--- config.mk ---
export PLATFORM = sky130hd
export DESIGN_NAME = alsu_result_collector
export DESIGN_NICKNAME = d
export VERILOG_FILES = /design/src/rtl/alsu_result_collector.sv
export SDC_FILE = /design/constraint.sdc
export NUM_CORES = 1
export LEC_CHECK = 0
export ABC_AREA = 1
export BUFFER_PORTS_ARGS = -buffer_cell sky130_fd_sc_hd__buf_2
export CORE_ASPECT_RATIO = 0.7
export CORE_UTILIZATION = 50
export DETAILED_ROUTE_END_ITERATION = 10
export HOLD_SLACK_MARGIN = 0.08
export PLACE_DENSITY = 0.71
export SYNTH_ARGS = -nofsm -noshare
export SYNTH_HDL_FRONTEND = slang
export SYNTH_SLANG_ARGS = --single-unit
--- constraint.sdc ---
create_clock -name clk -period 2.2 [get_ports clk]
set_input_delay 0.11 -clock clk [delete_from_list [all_inputs] [get_ports clk]]
set_output_delay 0.11 -clock clk [all_outputs]
set_load 0.01 [all_outputs]
--- src/rtl/alsu_result_collector.sv ---
// Tracks ALSU operations through its 2-stage pipeline, classifies each result, and queues tagged records.
// Latency: a record is captured 2 edges after issue and is visible on res_valid 1 cycle after capture.
// Backpressure: the FIFO holds DEPTH records; a capture into a full FIFO with no pop is dropped and sets overflow.
module alsu_result_collector #(
  parameter int TAG_W = 4,
  parameter int DEPTH = 4,
  parameter int CNT_W = 8
) (
  input  logic                    clk,
  input  logic                    rst,
  input  logic                    issue_valid,
  input  logic [TAG_W-1:0]        issue_tag,
  input  logic signed [5:0]       alsu_out,
  input  logic [15:0]             alsu_leds,
  input  logic                    res_ready,
  input  logic                    clear_stats,
  output logic                    res_valid,
  output logic [TAG_W+7:0]        res_data,
  output logic                    fifo_full,
  output logic                    overflow,
  output logic [CNT_W-1:0]        op_count,
  output logic [CNT_W-1:0]        inv_count
);

  localparam int PTR_W = (DEPTH > 1) ? $clog2(DEPTH) : 1;
  localparam int OCC_W = $clog2(DEPTH + 1);
  localparam int REC_W = TAG_W + 8;
  localparam logic [OCC_W-1:0] OCC_FULL = OCC_W'(DEPTH);

  // Delay line mirroring the ALSU's registered input and registered output stages.
  logic             s1_vld;
  logic [TAG_W-1:0] s1_tag;
  logic             s2_vld;
  logic [TAG_W-1:0] s2_tag;

  logic [15:0]      leds_prev;

  logic [REC_W-1:0] mem [DEPTH];
  logic [PTR_W-1:0] wr_ptr;
  logic [PTR_W-1:0] rd_ptr;
  logic [OCC_W-1:0] occ;

  logic             capture;
  logic             cap_inv;
  logic             cap_amb;
  logic [REC_W-1:0] cap_rec;
  logic             pop;
  logic             push;
  logic             drop;

  // An operation issued at edge E has its ALSU result on the pins during the cycle before edge E+2.
  assign capture = s2_vld;

  // The ALSU clears leds on a valid op but toggles FFFF->0 on a repeated invalid op,
  // so a 0 following FFFF cannot be told apart and is flagged ambiguous.
  assign cap_inv = (alsu_leds == 16'hFFFF);
  assign cap_amb = (alsu_leds == 16'h0000) && (leds_prev == 16'hFFFF);
  assign cap_rec = {s2_tag, cap_inv, cap_amb, alsu_out};

  assign res_valid = (occ != '0);
  assign fifo_full = (occ == OCC_FULL);
  assign pop       = res_valid && res_ready;
  // A pop on the same edge frees the slot, so a full FIFO can still accept.
  assign push      = capture && (!fifo_full || pop);
  assign drop      = capture && fifo_full && !pop;
  assign res_data  = res_valid ? mem[rd_ptr] : '0;

  // Advance issue information through the two pipeline stages.
  always_ff @(posedge clk) begin
    if (rst) begin
      s1_vld <= 1'b0;
      s1_tag <= '0;
      s2_vld <= 1'b0;
      s2_tag <= '0;
    end else begin
      s1_vld <= issue_valid;
      s1_tag <= issue_tag;
      s2_vld <= s1_vld;
      s2_tag <= s1_tag;
    end
  end

  // Remember last cycle's leds for ambiguity detection, regardless of issue activity.
  always_ff @(posedge clk) begin
    if (rst) begin
      leds_prev <= '0;
    end else begin
      leds_prev <= alsu_leds;
    end
  end

  // Record storage; contents need no reset because occupancy gates visibility.
  always_ff @(posedge clk) begin
    if (!rst && push) begin
      mem[wr_ptr] <= cap_rec;
    end
  end

  // Circular-buffer pointers and occupancy; power-of-two depth lets pointers wrap naturally.
  always_ff @(posedge clk) begin
    if (rst) begin
      wr_ptr <= '0;
      rd_ptr <= '0;
      occ    <= '0;
    end else begin
      if (push) begin
        wr_ptr <= wr_ptr + 1'b1;
      end
      if (pop) begin
        rd_ptr <= rd_ptr + 1'b1;
      end
      case ({push, pop})
        2'b10:   occ <= occ + 1'b1;
        2'b01:   occ <= occ - 1'b1;
        default: occ <= occ;
      endcase
    end
  end

  // Saturating statistics and sticky overflow; clear_stats wins over any same-edge update.
  always_ff @(posedge clk) begin
    if (rst || clear_stats) begin
      op_count  <= '0;
      inv_count <= '0;
      overflow  <= 1'b0;
    end else begin
      if (capture && (op_count != '1)) begin
        op_count <= op_count + 1'b1;
      end
      if (capture && cap_inv && (inv_count != '1)) begin
        inv_count <= inv_count + 1'b1;
      end
      if (drop) begin
        overflow <= 1'b1;
      end
    end
  end

endmodule

==> summary.json <==
{
  "area.growth.synth_to_final_pct": 23.9,
  "worst-path-max-fanout": 17,
  "port-buffer-count": 61,
  "synth-simple-area-share_pct": 21.1,
  "syn-num-nets": 493,
  "synthCells": 455,
  "tritoncts": "yes",
  "first_global_vias": 2962,
  "critical_path_arrival_ns": 1.75,
  "power.combinational.fraction_pct": 16.6,
  "cts.clk_slew.worst_paths_ns": 0.06,
  "net_count_of_the_finished_layout": 585,
  "number_of_buffers_added_for_setup_after_cts": 0,
  "cts_max_path_buffers": 2,
  "grt.busiest_layer": "met2",
  "cts_inserted_buffers": 9,
  "crit_type": "reg2out",
  "p_leak_uw": 0.00214,
  "count_of_endpoints_failing_hold_in_the_final_timing_report": 0,
  "run_status": "complete, no violations",
  "grt_max_degree": 29,
  "hold_buffers": 28,
  "shortest_clock_period_the_worst_path_allows_after_layout_ns": 1.86,
  "wl_per_cell_um": 12.8,
  "fp-row-count": 27,
  "seq_area_frac_synth_pct": 60.1,
  "synth_compound_area_share_pct": 8.64,
  "finalCritPeriodShare_pct": 84.4,
  "yosys_warnings": 0,
  "met1_usage_pct": 26.5,
  "placed_cells": 609,
  "yosys-mux-area-fraction_pct": 0,
  "htree_num_levels": 3,
  "first_pass_grt_wire_length_um": 13800,
  "cp-end-kind": "output pin",
  "grt_antenna_before_repair": 0,
  "track_usage_pct": 20.6,
  "max_cap_viol_count": 0,
  "remaining_drc_errors": 0,
  "worstSkewPairLatency_ns": 0.33,
  "setup_viol": 0,
  "initial_utilization_pct": 52.0,
  "largest_family_of_logic_cells_by_synthesized_area": "simple AND/OR/NAND/NOR gates",
  "layoutNonFillerInstCount": 653,
  "global_route.usage.met2_pct": 34.9,
  "hpwl_um": 5600,
  "cts_root_buffer": "clkbuf_16",
  "postCtsResizedCells": 0,
  "total_net_switching_power_uw": 1130,
  "drt-pass1-iter-count": 4,
  "synthesis.area_um2": 4130,
  "hold_path_class": "in2reg",
  "grt_use_met3_pct": 5.71,
  "switching_share_pct": 26.4,
  "synth.area.top_cells": "edfxtp_1, dfxtp_1, nor2_1",
  "synth-xor-area-share_pct": 0.848,
  "setup_total_negative_slack_ns": 0,
  "fraction_of_final_layout_cells_sized_beyond_drive_strength_1_pct": 16.8,
  "post_drt_via_cell_ratio": 4.90,
  "placeableCoreArea_um2": 7940,
  "synth_area_per_cell_um2": 9.07,
  "antenna_cells": 0,
  "final_core_utilization_pct": 64.4,
  "netlist.top_cell.by_area": "edfxtp_1",
  "design.portCount": 62,
  "hold_ws_ns": 0.191,
  "final_cell_mix": "nor2_1, buf_2, inv_1, nand2_1, dfxtp_1",
  "synth.lib_cells_used.distinct": 28,
  "pwr_density_nw_per_um2": 835,
  "overflow": 0,
  "power_frac_clock_pct": 35.5,
  "count_of_clock_tree_sinks": 100,
  "first_iter_violations": 104,
  "ant_nets": 0,
  "mostFrequentLayoutCell": "nor2_1",
  "die_width_um": 111,
  "design.die.area_um2": 8630,
  "num_vias": 3197,
  "fmax_mhz": 538,
  "timing.max_slew.rel_slack_pct": 56.3,
  "setup.worst_path.start_class": "flop",
  "slew_violations": 0,
  "seq_power_share_pct": 48.0,
  "finalWeightedCongestion": 0.810,
  "routed_wirelength_um": 8380,
  "worst-endpoint-required_ns": 2.09,
  "grt_setup_unrepaired": "false",
  "synth_adder_area_share_pct": 2.30,
  "vertical_extent_of_the_die_um": 78.0,
  "fraction_of_post_synthesis_cell_area_in_the_top_cell_type_by_area_pct": 34.9,
  "timing_worst_slew_pin_value_ns": 0.655,
  "fin_skew_ns": 0.00439,
  "ir_worst_vdd_uv": 479,
  "cell_internal_pwr_uw": 3140,
  "flop_and_latch_count_out_of_synthesis": 100
}
[cell type report]
type,count,area (µm²)
clock buffer,10,229
tap,101,126
sequential,100,2480
multi-input combinational,281,1360
timing repair buffer,95,631
clock inverter,6,65.1
fill,678,2820
inverter,60,225
[worst max-delay path, cell delays in order (launching register included)]
cell and delay (ns):
dfxtp_1 0.50, buf_4 0.29, nor2_1 0.07, nor2_1 0.08, o21ai_0 0.08, a21oi_1 0.23
buf_2 0.17
[routing by layer]
layer | up-vias | wire (µm)
met4 | 0 | 52
li1 | 1661 | -
met1 | 1460 | 3950
met5 | - | 0
met2 | 72 | 4020
met3 | 4 | 363
[flip-flops by register name (all words and copies together) (netlist names), named ones only]
name and cells:
op_count 8, overflow 1, s2_tag 4, leds_prev 16
occ 3, s1_vld 1, capture 1, mem 48
wr_ptr 2, inv_count 8, s1_tag 4, rd_ptr 2
[through the flow]
stage / power, µW / setup slack [ns] / cell area (µm²)
after global placement: 2740 / 0.541 / 4540
after detailed placement: 2760 / 0.403 / 4540
final: 4270 / 0.343 / 5120
after global routing: 4500 / 0.226 / 5120
after floorplan: 2520 / 0.486 / 4130
after CTS: 4310 / 0.337 / 5120
[cells in the mapped netlist, drive strengths merged]
| cell type | n |
|---|---|
| fa | 1 |
| nor3 | 4 |
| a21oi | 34 |
| ha | 6 |
| nand4 | 13 |
| inv | 60 |
| nor2 | 102 |
| xnor2 | 1 |
| edfxtp | 48 |
| o21ai | 35 |
| dfxtp | 52 |
| nand3 | 11 |
| xor2 | 3 |
| nand2 | 64 |
| clkbuf | 5 |
| nand3b | 2 |
| buf | 9 |
| o21a | 1 |
| nor4 | 4 |
[kinds of logic (layout without fill, tap and decap cells)]
logic type	after synthesis	count (layout)
xor gates and xnor gates	4	4
and+or+nand+nor	200	200
AOI/OAI and AO/OA	70	70
DFF	100	100
buffers and inverters	74	171
adders and majority gates	7	7
[power by group through the flow]
stage	Combinational, µW	Clock (µW)	Sequential [µW]
floorplan	452	0	2070
global placement	654	0	2090
detailed placement	673	0	2090
CTS	713	1550	2050
global route	798	1640	2060
finish	708	1520	2050
[path summary, 6_finish.rpt]
check / to / slack (ns) / from / cells after the start
worst max register to register: occ[2] / 0.41 / occ[0] / 10
worst min register to register: s2_tag[1] / 0.41 / s1_tag[1] / 2
worst max-delay path: res_data[7] / 0.34 / flop / 6
worst min-delay path: rd_ptr[0] / 0.19 / res_ready / 4
No activity file was read; power rests on OpenSTA's default activity.
